--- config.mk ---
export PLATFORM = sky130hd
export DESIGN_NAME = instruc_loader
export DESIGN_NICKNAME = d
export VERILOG_FILES = /design/src/rtl/instruc_loader.sv
export SDC_FILE = /design/constraint.sdc
export NUM_CORES = 1
export LEC_CHECK = 0
export BUFFER_PORTS_ARGS = -buffer_cell sky130_fd_sc_hd__buf_2
export CELL_PAD_IN_SITES_DETAIL_PLACEMENT = 1
export CELL_PAD_IN_SITES_GLOBAL_PLACEMENT = 2
export CORE_AREA = 2 2 99 149
export DETAILED_ROUTE_END_ITERATION = 10
export DIE_AREA = 0 0 101 151
export PLACE_DENSITY = 0.8
export SYNTH_ARGS = -nofsm -noshare
export SYNTH_HDL_FRONTEND = slang
export SYNTH_SLANG_ARGS = --single-unit
--- constraint.sdc ---
create_clock -name i_clk -period 5.2 [get_ports i_clk]
set_input_delay 0.78 -clock i_clk [delete_from_list [all_inputs] [get_ports i_clk]]
set_output_delay 0.78 -clock i_clk [all_outputs]
set_load 0.01 [all_outputs]
--- src/rtl/instruc_loader.sv ---
// -----------------------------------------------------------------------------
// instruc_loader
//
// Feeds the fetch stage's instruction memory from the debug UART receiver.
// Bytes arrive big-endian (first byte is the MSB). Every four bytes are
// assembled into one word, which is written with a one-cycle strobe. Loading
// stops when the halt word has been written (DONE) or when the memory fills
// without a halt word (ERROR).
//
// Optional feature, selected by defining the macro LOADER_CHECKSUM_EN:
//   A running XOR of every byte accepted since i_start, halt word included.
//   After the halt word is written, one more byte is expected. If it matches
//   the XOR, the loader goes to DONE with o_checksum_err = 0. Otherwise it
//   goes to DONE with o_checksum_err = 1. Without the macro there is no CHECK
//   state and o_checksum_err is tied to 0.
// -----------------------------------------------------------------------------
module instruc_loader #(
  parameter int                   BITS_SIZE  = 32,
  parameter int                   SIZE_TOTAL = 256,
  parameter int                   BYTE_SIZE  = 8,
  parameter logic [BITS_SIZE-1:0] HALT_INSTR = 32'hFFFF_FFFF
) (
  input  logic                 i_clk,
  input  logic                 i_reset,
  input  logic                 i_start,
  input  logic [BYTE_SIZE-1:0] i_rx_data,
  input  logic                 i_rx_done,
  output logic [BITS_SIZE-1:0] o_instruction_address,
  output logic [BITS_SIZE-1:0] o_instruction,
  output logic                 o_flag_write_intruc,
  output logic                 o_busy,
  output logic                 o_done,
  output logic                 o_overflow,
  output logic                 o_checksum_err
);

  // Word geometry derived from the parameters.
  localparam int                   WORD_BYTES = BITS_SIZE / BYTE_SIZE;
  localparam int                   CNT_W      = (WORD_BYTES > 1) ? $clog2(WORD_BYTES) : 1;
  localparam logic [CNT_W-1:0]     LAST_BYTE  = CNT_W'(WORD_BYTES - 1);
  localparam logic [BITS_SIZE-1:0] ADDR_STEP  = BITS_SIZE'(WORD_BYTES);
  localparam logic [BITS_SIZE-1:0] LAST_ADDR  = BITS_SIZE'(SIZE_TOTAL - WORD_BYTES);

  // State encoding, kept as plain constants so that legacy tooling can decode it.
  localparam logic [2:0] ST_IDLE  = 3'd0;
  localparam logic [2:0] ST_RECV  = 3'd1;
  localparam logic [2:0] ST_WRITE = 3'd2;
  localparam logic [2:0] ST_DONE  = 3'd3;
  localparam logic [2:0] ST_ERROR = 3'd4;
`ifdef LOADER_CHECKSUM_EN
  localparam logic [2:0] ST_CHECK = 3'd5;
`endif

  logic [2:0]           state_q, state_d;
  logic [CNT_W-1:0]     byte_cnt_q;
  logic [BITS_SIZE-1:0] shift_q;
  logic [BITS_SIZE-1:0] addr_q;
  logic [BITS_SIZE-1:0] instr_q;
  logic [BITS_SIZE-1:0] waddr_q;
  logic                 accept_byte;
  logic                 word_complete;
  logic                 advance_addr;

  // Next-state decision. i_start overrides everything, including a byte that
  // arrives in the same cycle.
  always_comb begin
    // NOTE: every signal driven here gets a default first, so no path leaves
    // it unassigned and no latch is inferred.
    state_d = state_q;
    if (i_start) begin
      state_d = ST_RECV;
    end else begin
      case (state_q)
        ST_RECV: begin
          if (i_rx_done && (byte_cnt_q == LAST_BYTE)) state_d = ST_WRITE;
        end
        ST_WRITE: begin
          if (instr_q == HALT_INSTR) begin
`ifdef LOADER_CHECKSUM_EN
            state_d = ST_CHECK;
`else
            state_d = ST_DONE;
`endif
          end else if (addr_q == LAST_ADDR) begin
            state_d = ST_ERROR;
          end else begin
            state_d = ST_RECV;
          end
        end
`ifdef LOADER_CHECKSUM_EN
        ST_CHECK: begin
          if (i_rx_done) state_d = ST_DONE;
        end
`endif
        default: state_d = state_q;
      endcase
    end
  end

  // A byte is taken while receiving. It is also taken during the write cycle
  // when loading continues, and then it becomes byte 1 of the next word.
  always_comb begin
    accept_byte   = !i_start && i_rx_done &&
                    ((state_q == ST_RECV) ||
                     ((state_q == ST_WRITE) && (state_d == ST_RECV)));
    word_complete = accept_byte && (byte_cnt_q == LAST_BYTE);
    advance_addr  = !i_start && (state_q == ST_WRITE) && (state_d == ST_RECV);
  end

  // State register.
  always_ff @(posedge i_clk or negedge i_reset) begin
    if (!i_reset) begin
      state_q <= ST_IDLE;
    end else begin
      // NOTE: sequential state always uses non-blocking assignment, so every
      // flop samples values from before the edge, whatever the block order.
      state_q <= state_d;
    end
  end

  // Byte assembly, the address counter, and the registered write-port
  // outputs. The write-port outputs change only when a word completes, so they
  // hold their values outside the write cycle.
  always_ff @(posedge i_clk or negedge i_reset) begin
    if (!i_reset) begin
      byte_cnt_q <= '0;
      shift_q    <= '0;
      addr_q     <= '0;
      instr_q    <= '0;
      waddr_q    <= '0;
    end else if (i_start) begin
      byte_cnt_q <= '0;
      shift_q    <= '0;
      addr_q     <= '0;
    end else begin
      if (accept_byte) begin
        shift_q    <= {shift_q[BITS_SIZE-BYTE_SIZE-1:0], i_rx_data};
        byte_cnt_q <= word_complete ? '0 : byte_cnt_q + 1'b1;
      end
      if (word_complete) begin
        instr_q <= {shift_q[BITS_SIZE-BYTE_SIZE-1:0], i_rx_data};
        waddr_q <= addr_q;
      end
      if (advance_addr) begin
        addr_q <= addr_q + ADDR_STEP;
      end
    end
  end

`ifdef LOADER_CHECKSUM_EN
  logic [BYTE_SIZE-1:0] xor_q;
  logic                 chk_err_q;

  // Running XOR of the accepted bytes, and the comparison against the
  // trailing checksum byte.
  always_ff @(posedge i_clk or negedge i_reset) begin
    if (!i_reset) begin
      xor_q     <= '0;
      chk_err_q <= 1'b0;
    end else if (i_start) begin
      xor_q     <= '0;
      chk_err_q <= 1'b0;
    end else begin
      if (accept_byte) xor_q <= xor_q ^ i_rx_data;
      if ((state_q == ST_CHECK) && i_rx_done) chk_err_q <= (i_rx_data != xor_q);
    end
  end

  assign o_checksum_err = chk_err_q;
  assign o_busy         = (state_q == ST_RECV) || (state_q == ST_WRITE) ||
                          (state_q == ST_CHECK);
`else
  assign o_checksum_err = 1'b0;
  assign o_busy         = (state_q == ST_RECV) || (state_q == ST_WRITE);
`endif

  // Status and write strobe, decoded directly from the state.
  assign o_flag_write_intruc   = (state_q == ST_WRITE);
  assign o_done                = (state_q == ST_DONE);
  assign o_overflow            = (state_q == ST_ERROR);
  assign o_instruction         = instr_q;
  assign o_instruction_address = waddr_q;

endmodule
==> impl_results.html <==
<table>
<tr><th>Metric</th><th>Value</th></tr>
<tr><th colspan="2">Status</th></tr>
<tr><td>Run status</td><td>complete, no violations</td></tr>
<tr><th colspan="2">Synth</th></tr>
<tr><td>Sequential area share after synthesis</td><td>53.7%</td></tr>
<tr><td>Post-synth top area share</td><td>53.7%</td></tr>
<tr><td>Synthesized area per cell</td><td>12.0 sq um</td></tr>
<tr><td>Register bit total from synthesis</td><td>121</td></tr>
<tr><td>Number of distinct library cells after synthesis</td><td>52</td></tr>
<tr><td>Count of mapped cells out of synthesis</td><td>468</td></tr>
<tr><td>Main flop type after synthesis</td><td>sky130_fd_sc_hd__dfrtp_1</td></tr>
<tr><td>Fraction of registers with async set/reset</td><td>100%</td></tr>
<tr><td>Netlist area before placement</td><td>5640 sq um</td></tr>
<tr><td>Synth area leader</td><td>sky130_fd_sc_hd__dfrtp_1</td></tr>
<tr><td>Library cell with the highest instance count after synthesis</td><td>sky130_fd_sc_hd__dfrtp_1</td></tr>
<tr><td>Synth cell count leaders</td><td>sky130_fd_sc_hd__dfrtp_1 (121), sky130_fd_sc_hd__mux2_2 (91), sky130_fd_sc_hd__nor2b_1 (32)</td></tr>
<tr><td>Main area contributors after synthesis</td><td>sky130_fd_sc_hd__dfrtp_1 (54%), sky130_fd_sc_hd__mux2_2 (18%), sky130_fd_sc_hd__nor2b_1 (3.6%)</td></tr>
<tr><td>Synthesis warning total</td><td>0</td></tr>
<tr><td>Post-synth EDFFs</td><td>0</td></tr>
<tr><th colspan="2">GRT</th></tr>
<tr><td>Antenna violations before repair</td><td>1</td></tr>
<tr><td>Maximum number of pins on one net before global-route repair</td><td>80</td></tr>
<tr><td>GRT Residual Overflow</td><td>0</td></tr>
<tr><td>Overall routing resource usage</td><td>20.0%</td></tr>
<tr><td>Number of global-route vias before repair</td><td>4361</td></tr>
<tr><td>First-pass GRT wire length</td><td>23.4 mm</td></tr>
<tr><th colspan="2">Place</th></tr>
<tr><td>Cell Count Post-Placement</td><td>683</td></tr>
<tr><td>Placer's final routability congestion estimate</td><td>0.835</td></tr>
<tr><td>Number of port buffers</td><td>77</td></tr>
<tr><td>Total half-perimeter wirelength after legalization and detailed placement</td><td>9.83 mm</td></tr>
<tr><th colspan="2">Critical path</th></tr>
<tr><td>Worst EP required</td><td>5.49 ns</td></tr>
<tr><td>Crit-path leading delay family</td><td>simple AND/OR/NAND/NOR gates</td></tr>
<tr><td>Worst setup SP type</td><td>flop</td></tr>
<tr><td>Critical Path Sink Type</td><td>flop</td></tr>
<tr><td>CP arrival</td><td>3.72 ns</td></tr>
<tr><td>Classification of the worst setup path</td><td>reg2reg</td></tr>
<tr><td>Launching point of the worst reg2reg path</td><td>o_instruction[14]$_DFFE_PN0P_</td></tr>
<tr><td>Reg2Reg Setup Slack</td><td>1.77 ns</td></tr>
<tr><td>Slowest stage delay, CP</td><td>0.83 ns</td></tr>
<tr><td>Max Fanout on Critical Path</td><td>43</td></tr>
<tr><td>Combined buffer and inverter count along the critical path</td><td>1</td></tr>
<tr><td>R2r endpoint</td><td>o_instruction[31]$_DFFE_PN0P_</td></tr>
<tr><td>R2R cell count</td><td>7</td></tr>
<tr><td>Crit-path slowest cell</td><td>sky130_fd_sc_hd__a211o_2</td></tr>
<tr><td>Critical path capture point</td><td>o_instruction[31]$_DFFE_PN0P_</td></tr>
<tr><td>Depth of the critical timing path with buffers and inverters included</td><td>7</td></tr>
<tr><td>CP Cell Sequence</td><td>nand4_1, nor4_1, nand2_1, o2111ai_1, a211o_2, buf_4, mux2_2</td></tr>
<tr><td>Critical Path Start</td><td>o_instruction[14]$_DFFE_PN0P_</td></tr>
<tr><th colspan="2">Clock network</th></tr>
<tr><td>Post-cts sizing count</td><td>0</td></tr>
<tr><td>H-tree levels</td><td>4</td></tr>
<tr><td>Clk_lat worst skew</td><td>0.41 ns</td></tr>
<tr><td>Number of buffers created by CTS</td><td>17</td></tr>
<tr><td>Max clock buf depth</td><td>2</td></tr>
<tr><td>Post-CTS setup-driven buffer insertion count</td><td>0</td></tr>
<tr><td>CTS root buf</td><td>sky130_fd_sc_hd__clkbuf_16</td></tr>
<tr><td>Clock-pin slew reported for the worst setup and hold paths after clock tree synthesis</td><td>0.05 ns</td></tr>
<tr><td>Post-CTS Hold Buffers</td><td>0</td></tr>
<tr><td>Clk sinks</td><td>121</td></tr>
<tr><td>Clock tree from TritonCTS</td><td>done</td></tr>
<tr><th colspan="2">Detailed routing</th></tr>
<tr><td>Wirelength per Cell</td><td>20.1 um</td></tr>
<tr><td>Residual DRC</td><td>0</td></tr>
<tr><td>Vias post-DR</td><td>4002</td></tr>
<tr><td>Final routed wirelength across all metal layers</td><td>14.4 mm</td></tr>
<tr><td>Number of design-rule violations left by the first detailed-router iteration</td><td>173</td></tr>
<tr><td>Vias per inst</td><td>5.61</td></tr>
<tr><td>Post-route antenna net violation count</td><td>0</td></tr>
<tr><td>Router iterations before antenna repair</td><td>5</td></tr>
<tr><th colspan="2">Die</th></tr>
<tr><td>Core area</td><td>13900 sq um</td></tr>
<tr><td>Die X-Extent</td><td>101 um</td></tr>
<tr><td>Vert. Die Dim</td><td>151 um</td></tr>
<tr><td># rows</td><td>53</td></tr>
<tr><td>DIE AREA</td><td>15300 sq um</td></tr>
<tr><td>Starting density of the core</td><td>40.5%</td></tr>
<tr><td>Number of placed I/O pins</td><td>81</td></tr>
<tr><th colspan="2">Final layout</th></tr>
<tr><td># fillers</td><td>1497</td></tr>
<tr><td>Area of the multi-input gates</td><td>2410 sq um</td></tr>
<tr><td>Final cell count without fillers</td><td>714</td></tr>
<tr><td>Layout cells sized above 1</td><td>39.5%</td></tr>
<tr><td>End-of-flow core utilization</td><td>47.9%</td></tr>
<tr><td>Total area of sequential cells</td><td>3030 sq um</td></tr>
<tr><td>Net count reported at finish</td><td>551</td></tr>
<tr><td>Area growth from synthesis to layout</td><td>18.3%</td></tr>
<tr><td>Antenna diode count</td><td>0</td></tr>
<tr><th colspan="2">STA</th></tr>
<tr><td>Fin crit period</td><td>3.43 ns</td></tr>
<tr><td>Final period utilization</td><td>66.0%</td></tr>
<tr><td>Setup TNS Final</td><td>0 ns</td></tr>
<tr><td>Hold violation count in the final report</td><td>0</td></tr>
<tr><td>Setup violation total in the final timing report</td><td>0</td></tr>
<tr><td>Relative slew slack</td><td>20.1%</td></tr>
<tr><td>Largest clock skew in the final design</td><td>0.00711 ns</td></tr>
<tr><td>Final-layout worst hold slack</td><td>0.497 ns</td></tr>
<tr><td>Unrepaired setup endpoints after global routing</td><td>no</td></tr>
<tr><td>Worst-Margin Slew</td><td>1.19 ns</td></tr>
<tr><td>Final Max Slew Viols</td><td>0</td></tr>
<tr><td>Peak Freq</td><td>0.292 GHz</td></tr>
<tr><th colspan="2">Worst hold path</th></tr>
<tr><td>Worst min-delay path category</td><td>reg2reg</td></tr>
<tr><th colspan="2">Pwr</th></tr>
<tr><td>Power density over cell area</td><td>362 nW/um^2</td></tr>
<tr><td>Total power</td><td>2.41 mW</td></tr>
<tr><td>VDD IR max</td><td>0.254 mV</td></tr>
<tr><td>Leakage Power</td><td>3.25 nW</td></tr>
<tr><th colspan="2">Run</th></tr>
<tr><td>Maximum capacitance violations</td><td>0</td></tr>
</table>
[per-stage QoR]
stage | worst slack (ns) | instance area [sq um]
after floorplan | 2.94 | 5650
after global placement | 1.94 | 6080
after detailed placement | 1.75 | 6080
after CTS | 1.69 | 6670
after global routing | 1.53 | 6670
final | 1.77 | 6670
[placed cells by master, fill, tap and decap left out, types with 3 or more instances in the layout]
cell,count
sky130_fd_sc_hd__mux2_4,3
sky130_fd_sc_hd__or4_1,5
sky130_fd_sc_hd__o31ai_1,4
sky130_fd_sc_hd__nand4_1,19
sky130_fd_sc_hd__nand2_1,13
sky130_fd_sc_hd__or3_1,14
sky130_fd_sc_hd__xnor2_1,5
sky130_fd_sc_hd__nor3_1,3
sky130_fd_sc_hd__nor2_1,26
sky130_fd_sc_hd__buf_4,4
sky130_fd_sc_hd__buf_2,76
sky130_fd_sc_hd__nand3_1,9
sky130_fd_sc_hd__o21ai_0,14
sky130_fd_sc_hd__nor4_2,3
sky130_fd_sc_hd__clkbuf_16,17
sky130_fd_sc_hd__mux2_2,91
sky130_fd_sc_hd__nor4_1,16
sky130_fd_sc_hd__conb_1,3
sky130_fd_sc_hd__and4_1,4
sky130_fd_sc_hd__clkinv_2,3
sky130_fd_sc_hd__a21oi_1,17
sky130_fd_sc_hd__inv_1,4
sky130_fd_sc_hd__nor2b_1,32
sky130_fd_sc_hd__dfrtp_1,121
sky130_fd_sc_hd__clkbuf_8,5
[area by class of cell]
cell class,instances,share of cell area (%)
clock buffer,24,7.52
multi-input combinational,312,36.2
tap,165,3.10
clock inverter,7,1.35
sequential,121,45.4
timing repair buffer,80,6.16
inverter,5,0.281
[worst reg2reg max path: cells and delay by family (launching register included)]
kind	cells	cell delay, ns
AND/OR/NAND/NOR	3	1.11
buffers and inverters	1	0.42
AO/OA/AOI/OAI	2	1.02
flip-flops	1	0.37
multiplexers	1	0.38
[state kept, by name, indices dropped and copies added, names as in the netlist]
signal                 count
o_instruction             32
addr_q                    30
o_instruction_address     30
shift_q                   24
state_q                    3
byte_cnt_q                 2
[report_power, final]
part           switching (mW)  internal [mW]  total [mW]
sequential             0.0442          0.998        1.04
combinational          0.0992         0.0870       0.186
clock                   0.420          0.764        1.18
total                   0.563           1.85        2.41
[cells by family after synthesis]
logic type / synth area share [%]
AND/OR/NAND/NOR: 16.6
flip-flops: 53.7
multiplexers: 19.2
AO/OA/AOI/OAI: 5.26
buffers and inverters: 3.66
XOR/XNOR: 1.09
adder cells (fa/ha/maj): 0.444
other: 0.0665
[metal layers]
metal / GRT usage (%) / routed length (um) / vias up
li1: - / - / 1830
met1: 21.8 / 5400 / 2084
met2: 37.4 / 8190 / 64
met3: 4.25 / 448 / 22
met4: 7.91 / 305 / 2
met5: 0 / 13 / -
[worst min path at each step]
stage                                          start                                    end  slack [ns]  cells past startpoint
3_5_place_dp   o_instruction_address[11]$_DFFE_PN0P_  o_instruction_address[11]$_DFFE_PN0P_        0.49                      1
5_1_grt         o_instruction_address[3]$_DFFE_PN0P_   o_instruction_address[3]$_DFFE_PN0P_        0.51                      1
4_1_cts         o_instruction_address[3]$_DFFE_PN0P_   o_instruction_address[3]$_DFFE_PN0P_        0.50                      1
3_3_place_gp                 shift_q[19]$_DFFE_PN0P_          o_instruction[27]$_DFFE_PN0P_        0.48                      1
6_report       o_instruction_address[22]$_DFFE_PN0P_  o_instruction_address[22]$_DFFE_PN0P_        0.50                      1
2_1_floorplan                shift_q[16]$_DFFE_PN0P_          o_instruction[24]$_DFFE_PN0P_        0.47                      1
(Power assumes the default switching activity.)
